**config.mk**
```make
export PLATFORM = sky130hd
export DESIGN_NAME = sa_result_drain_flat
export DESIGN_NICKNAME = d
export VERILOG_FILES = /design/src/rtl/sa_result_drain_if.sv /design/src/rtl/sa_result_drain.sv /design/src/flat_wrapper.sv
export SDC_FILE = /design/constraint.sdc
export NUM_CORES = 2
export LEC_CHECK = 0
export ABC_AREA = 1
export BUFFER_PORTS_ARGS = -buffer_cell sky130_fd_sc_hd__buf_2
export CORE_AREA = 2 2 417 419
export DETAILED_ROUTE_END_ITERATION = 8
export DIE_AREA = 0 0 419 421
export SETUP_SLACK_MARGIN = 0.4
export SYNTH_ARGS = -nofsm -noshare
export SYNTH_HDL_FRONTEND = slang
export SYNTH_SLANG_ARGS = --single-unit
```
**constraint.sdc**
```tcl
create_clock -name clk -period 7.7 [get_ports clk]
set_clock_uncertainty 0.2 [all_clocks]
set_input_delay 0.385 -clock clk [delete_from_list [all_inputs] [get_ports clk]]
set_output_delay 0.385 -clock clk [all_outputs]
set_load 0.01 [all_outputs]
```
**src/rtl/sa_result_drain_if.sv**
```systemverilog
// Result stream from the drain stage: one matrix element per valid/ready beat.
// Carries the element, its row/column tags and an end-of-frame marker.
// The producer holds every field stable while valid is high and ready is low.
interface sa_result_drain_if #(
  parameter int W  = 16,
  parameter int IW = 3
);
  logic [W-1:0]  out_data;
  logic [IW-1:0] out_row;
  logic [IW-1:0] out_col;
  logic          out_valid;
  logic          out_ready;
  logic          out_last;

  modport master (
    output out_data, out_row, out_col, out_valid, out_last,
    input  out_ready
  );

  modport slave (
    input  out_data, out_row, out_col, out_valid, out_last,
    output out_ready
  );
endinterface

```
**src/rtl/sa_result_drain.sv**
```systemverilog
// Captures the systolic array's NxN result on a done rising edge and streams it row-major.
// Latency: first element is valid the cycle after done is first sampled high; one element per cycle.
// Backpressure: with ready low every output field holds; nothing is dropped or reordered.
module sa_result_drain #(
  parameter int N = 8,
  parameter int W = 16
) (
  input  logic               clk,
  input  logic               rst,
  input  logic               done,
  input  logic [N*N*W-1:0]   c_flat,
  sa_result_drain_if.master  res,
  output logic               busy,
  output logic               frame_done,
  output logic [W-1:0]       checksum,
  output logic               missed
);
  localparam int NE = N * N;
  localparam int IW = $clog2(N);
  localparam int XW = $clog2(NE);
  localparam logic [XW-1:0] LAST_IDX = XW'(NE - 1);

  typedef enum logic {IDLE, STREAM} state_t;

  state_t         state;
  logic [XW-1:0]  idx;
  logic           done_q;
  logic [W-1:0]   bank [NE];

  logic           rise;
  logic [XW-1:0]  nxt;

  // Edge detect on done and the index of the element that follows the current one.
  always_comb begin
    rise = done & ~done_q;
    nxt  = idx + 1'b1;
  end

  // Capture/stream FSM; all stream outputs are registered so they stay put under backpressure.
  always_ff @(posedge clk or negedge rst) begin
    if (!rst) begin
      state         <= IDLE;
      idx           <= '0;
      done_q        <= 1'b0;
      res.out_data  <= '0;
      res.out_row   <= '0;
      res.out_col   <= '0;
      res.out_valid <= 1'b0;
      res.out_last  <= 1'b0;
      busy          <= 1'b0;
      frame_done    <= 1'b0;
      checksum      <= '0;
      missed        <= 1'b0;
      for (int i = 0; i < NE; i++) begin
        bank[i] <= '0;
      end
    end else begin
      done_q     <= done;
      frame_done <= 1'b0;
      case (state)
        IDLE: begin
          if (rise) begin
            for (int i = 0; i < NE; i++) begin
              bank[i] <= c_flat[i*W +: W];
            end
            idx           <= '0;
            checksum      <= '0;
            res.out_data  <= c_flat[W-1:0];
            res.out_row   <= '0;
            res.out_col   <= '0;
            res.out_last  <= (NE == 1);
            res.out_valid <= 1'b1;
            busy          <= 1'b1;
            state         <= STREAM;
          end
        end
        STREAM: begin
          // A new result while the bank is still draining is dropped and flagged.
          if (rise) begin
            missed <= 1'b1;
          end
          if (res.out_ready) begin
            checksum <= checksum + res.out_data;
            if (idx != LAST_IDX) begin
              idx          <= nxt;
              res.out_data <= bank[nxt];
              res.out_row  <= nxt[XW-1:IW];
              res.out_col  <= nxt[IW-1:0];
              res.out_last <= (nxt == LAST_IDX);
            end else begin
              res.out_valid <= 1'b0;
              res.out_last  <= 1'b0;
              busy          <= 1'b0;
              frame_done    <= 1'b1;
              state         <= IDLE;
            end
          end
        end
        default: state <= IDLE;
      endcase
    end
  end
endmodule

```
**src/flat_wrapper.sv**
```systemverilog
// flat-port wrapper written by rule: the top's interface ports become plain ports
module sa_result_drain_flat 
#(
  parameter int N = 8,
  parameter int W = 16
)
  (clk, rst, done, c_flat, busy, frame_done, checksum, missed, res_out_data, res_out_row, res_out_col, res_out_valid, res_out_last, res_out_ready);
  sa_result_drain_if #(.W(W), .IW(3)) res_i ();
  input  logic clk;
  input  logic rst;
  input  logic done;
  input  logic [N*N*W-1:0] c_flat;
  output logic busy;
  output logic frame_done;
  output logic [W-1:0] checksum;
  output logic missed;
  output wire logic [$bits(res_i.out_data)-1:0] res_out_data;
  output wire logic [$bits(res_i.out_row)-1:0] res_out_row;
  output wire logic [$bits(res_i.out_col)-1:0] res_out_col;
  output wire logic [$bits(res_i.out_valid)-1:0] res_out_valid;
  output wire logic [$bits(res_i.out_last)-1:0] res_out_last;
  input wire logic [$bits(res_i.out_ready)-1:0] res_out_ready;
  assign res_out_data = res_i.out_data;
  assign res_out_row = res_i.out_row;
  assign res_out_col = res_i.out_col;
  assign res_out_valid = res_i.out_valid;
  assign res_out_last = res_i.out_last;
  assign res_i.out_ready = res_out_ready;
  sa_result_drain #(.N(N), .W(W)) u_core (.clk(clk), .rst(rst), .done(done), .c_flat(c_flat), .res(res_i), .busy(busy), .frame_done(frame_done), .checksum(checksum), .missed(missed));
endmodule
```
* Yosys cells after proc, flatten, opt, wreduce, memory -nomap -nowiden
Cells that the tools add are included.
W data, S select, Z words.
** Cells by class
- Bitwise operators :: 4
- Reductions and logical operators :: 5
- Multiplexer cells :: 36
- Shift-type cells :: 0
- $add $sub $neg :: 2
- Div/mod/pow operators :: 0
- Equality and inequality tests :: 6
- Order comparisons :: 1
- Multiply operators :: 0
** Operators with widths (count)
- $mux W16 :: 7
- $bmux W16 S6 :: 1
- $pmux W16 S2 :: 2
- $mux W6 :: 3
- $add A16 B16 Y16 :: 1
- $mux W3 :: 5
- $mux W1 :: 12
- $pmux W3 S2 :: 2
- $pmux W6 S2 :: 1
- $ge A7 B7 Y1 const B :: 1
- $not A6 Y7 :: 1
- $add A6 B1 Y6 const B :: 1
- $eq A6 B6 Y1 const B :: 1
- $ne A2 B2 Y1 const B :: 3
- $ne A6 B6 Y1 const B :: 1
- $pmux W1 S2 :: 3
- $reduce_and A2 Y1 :: 3
- $reduce_and A3 Y1 :: 2
- $ne A2 B1 Y1 const B :: 1
- $not A1 Y1 :: 2
- $and A1 B1 Y1 :: 1
** Storage, ports and cells
- Bits of input ports :: 1028
- Bits in latches :: 0
- Memories kept :: 0
- Logic and storage cells :: 129
- Bits in read-only memories :: 0
- Bits in registers :: 1074
- Bits in writable memories :: 0
- Output and inout bits :: 43

* Depth between registers and ports, before layout
- Depth after elaboration :: 8
- Gate-level depth with buffers :: 17
- Mapped depth without buffers :: 13

* Worst setup path after synthesis
No wires, ideal clock.
- Path kind :: flip-flop to flip-flop
- Start point :: register u_core.idx[0]
- End point :: register u_core.res.out_data[0]
- Arrival time :: 2424 ps
- Library setup time :: 116 ps
- Period minus slack after synthesis :: 2740 ps
- Data required time :: 7384 ps
- Stages on the path, launching flop included :: 18
- Path buffers :: 5
- Setup slack :: 4960 ps
- Cells stage by stage :: dfrtp_1 inv_2 buf_2 clkbuf_1 ha_1 clkbuf_1 clkinv_1 buf_2 clkbuf_1 nand3_1 nand3_1 nand2_1 nand2_1 nand3_1 nand3_1 nand3_1 nand2_1 nand2_1
** Between the ends
- Cells in the longest elaborated chain, start to end :: 8
- Elaborated cells between the ends (all ways) :: 11
- Classes of those cells :: add/sub (1); eq/ne (2); mux (6); bitwise (1); reduce/logical (1)
** RTL lines
- start, declared :: RTL line sa_result_drain.sv:26 : logic [XW-1:0] idx;
- start signal, assigned :: RTL line sa_result_drain.sv:85 : idx <= nxt;
- $add A6 B1 Y6 :: RTL line sa_result_drain.sv:36 : nxt = idx + 1'b1;
- $not A6 Y7 (implied by the code) :: RTL line sa_result_drain.sv:86 : res.out_data <= bank[nxt];
- $bmux W16 S6 :: RTL line sa_result_drain.sv:86
- $mux W16 (implied by the code) (2 in a row) :: RTL line sa_result_drain.sv:86
- $mux W16 :: RTL line sa_result_drain.sv:84 : if (idx != LAST_IDX) begin
- $mux W16 :: RTL line sa_result_drain.sv:82 : if (res.out_ready) begin
- $pmux W16 S2 :: RTL line sa_result_drain.sv:60 : case (state)
- end signal, assigned :: RTL line sa_result_drain.sv:68 : res.out_data <= c_flat[W-1:0];
- end signal, assigned :: RTL line sa_result_drain.sv:86
- end, declared :: RTL line sa_result_drain_if.sv:16 : output out_data, out_row, out_col, out_valid, out_last,
Parallel ways exist; a longest one is shown, timed or not. The select of a mux whose other input is x is not followed.
A chain may end at the register's enable or synchronous reset.

* Worst setup path in the final report
- Start point :: register u_core.idx[0]
- End point :: register u_core.res.out_data[1]
Same word-level chain as after synthesis.

==> impl_results.md <==
* Area leader, netlist: dfrtp_1
* Synth top area share at about 52%
* Synth area leaders: dfrtp_1 (52%), mux2_2 (15%), nand2_1 (8.6%)
* Top-level port count at ~1,100
* Sequential area share after synthesis at a little over half
* Area after DPL at between 50,000 and 60,000 um2
* Final cell count without fillers at between 9,000 and 10,000
* Register Area at 26,700 um2
* Die width at between 400 and 500 um
* First-pass GRT wire length at 329,000 um
* Crit. End Element: register
* Worst Max-Slew Pin Slew at ~1300 ps
* CP Class: reg -> reg
* Library cells used by synthesis at 34
* Max-cap viol count at 0
* Clock-pin slew on the worst setup and hold paths at 60 ps
* CTS sink cnt at around 1,100
* Final hold slack at approximately 2.5 ps
* CTS tree: done
* Leakage at approximately 35 nW
* Vias post-DR at 49,500
* Top FF cell, synth: dfrtp_1
* Crit path arrival time at around 5600 ps
* Hold WC Path Type: in -> async
* DR vias/cell at 4.97
* YS warnings at 0
* Core area at 172,000 um2
* Number of flops mapped to enable cells by yosys at 0
* Global-route usage over all layers at between 20 and 25%
* Yosys reg bits at 1,068
* Syn Nets at ~6,600
* Clock Latency Late Sink at approximately 800 ps
* Status: completed
* RSZ-0062 raised after global routing: no
* Max clock buf depth at 3
* Overflow after GRT at 0
* Fmax at just under 200 MHz
* Fillers at 16,300
* Initial DRC count at between 4,000 and 5,000
* Largest net degree at the start of global routing at around 230
* Setup crit start kind: register
* Dpl hpwl at around 150,000 um
* Tmin final at between 5000 and 6000 ps
* Final Hold Fails at 0
* H-tree Lvls at 3
* Power, Total at 28.1 mW
* Initial antenna violation count at around 80
* Nets@finish at around 8,500
* Fin. max-slew vios at 0
* Synth async-reset ratio at 100%
* Placed Cells at between 8,000 and 9,000
* Detailed Routing Iterations Pass 1 at 6
* Number of routed nets with antenna violations at 0
* Syn_area_per_cell at just over 9 um2
* Multi-input logic area at roughly 21,000 um2
* P per Cell Area at 386 nW/um2
* # DRC at 0
* Port buffer count at 1,070
* CTS Root Cell: clkbuf_16
* Tcrit/Tclk final at between 60% and 70%
* TritonCTS Buffers at ~120
* Core Rows at 153
* Die ar. at 176,000 um2
* GP Congestion at 0.911
* Final setup viols at 0
* Worst-path maximum fanout at 130
* PostCTS Resize Cnt at 0
* Mapped Area at slightly above 50,000 um2
* Initial Util at between 20% and 30%
* TNS Setup at 0 ps
* Drt total wl at roughly 230,000 um
* P&R area growth vs syn at 42.8%
* DIE HEIGHT at 421 um
* Required @ worst endpoint at ~8200 ps
* Worst slew margin at 14.3%
* Synth Instances at approximately 5,600
* Design area at slightly above 70,000 um2
* Vias in the first global route at 51,500
* Layout cells sized above 1 at 26.8%
* Worst reg-to-reg path cell count at 13
* Post-DR wirelength/cell at between 20 and 25 um
* VDD IR max at approximately 0.00034 V
final timing paths:
path                                from                      to  slack, ps
hold reg to reg            u_core.missed           u_core.missed        270
setup / recovery           u_core.idx[0]  u_core.res.out_data[1]       2630
min in group clk             c_flat[274]        u_core.bank[738]        160
hold / removal                       rst        u_core.bank[502]          3
max in group asynchronous            rst         u_core.bank[16]       5140
setup reg to reg           u_core.idx[0]  u_core.res.out_data[1]       2630
Yosys cell counts (4+ instances only):
library cell / count
dfrtp_1: 1068
inv_1: 395
a21oi_1: 375
mux2_2: 667
nor2_1: 432
ha_1: 17
or2_2: 8
clkbuf_1: 139
o22ai_1: 5
buf_1: 19
nand2_1: 1168
inv_2: 6
buf_2: 220
o21ai_0: 212
nor3_1: 6
nand3_1: 780
o21bai_1: 4
o211ai_1: 13
per-stage QoR:
stage | setup slack, ps | util (%)
3_3_place_gp | 2630 | 33.7
3_5_place_dp | 2590 | 33.7
6_report | 2630 | 42.2
5_1_grt | 2470 | 42.2
4_1_cts | 2590 | 42.1
2_1_floorplan | 4960 | -
power by group:
group,internal [mW],switching (mW)
sequential,8.02,1.27
clock,3.49,2.56
combinational,4.43,8.28
metal layers:
layer | up-vias | global-route usage [%] | routed length (um)
met2 | 2353 | 41.6 | 109000
met3 | 804 | 4.76 | 14400
li1 | 22100 | - | -
met1 | 24100 | 28.9 | 84900
met4 | 28 | 16.9 | 16800
met5 | - | 0 | 177
worst max-delay path, cell delays in order, from the launching register on:
cell     delay (ps)
dfrtp_4         740
inv_8           570
ha_4            330
inv_8           530
buf_4           880
nand3_1         370
nand3_1         260
nand2_1          80
nand2_1         150
nand3_1         220
nand3_1         150
nand3_1         100
nand2_1          90
nand2_1          60
layout by cell type, fill, tap and decap left out, drive strengths merged, types with 17 or more instances in the layout:
cell type,count
nand2,1168
o21ai,212
nand3,781
ha,17
clkbuf,184
a21oi,375
dlygate4sd3,1027
nor2,433
dfrtp,1068
buf,1128
clkinv,25
mux2,667
diode,70
inv,408
cell type report:
type                    count  share of cell area (%)
clock inverters            42                   0.734
inverters                 403                    2.11
multi-input cells        3702                    28.9
flip-flops and latches   1068                    36.7
clock buffers             184                    4.98
repair buffers           2155                    22.3
diodes                     70                   0.241
well taps                2325                    4.00
flip-flops by register name, indices dropped and copies added, names as in the netlist:
register and count:
u_core.frame_done 1, u_core.done_q 1, u_core.res.out_data 16, u_core.checksum 16, u_core.missed 1, u_core.res.out_valid 1
u_core.bank 1024, u_core.state 1, u_core.idx 6, u_core.res.out_last 1
timing repair:
action / 4_1_cts / 5_1_grt
hold buffers: 1027 / 0
buffers inserted: 0 / 0
hold endpoints to repair: 1132 / 0
cells by family after synthesis:
family	Yosys count	share of synthesized area [%]
AO/OA/AOI/OAI	615	6.19
AND/OR/NAND/NOR	2400	19.7
flip-flops	1068	52.5
multiplexers	667	14.7
buffers and inverters	784	6.35
XOR/XNOR	2	0.0713
adder cells (fa/ha/maj)	18	0.457
(Power assumes the default switching activity.)
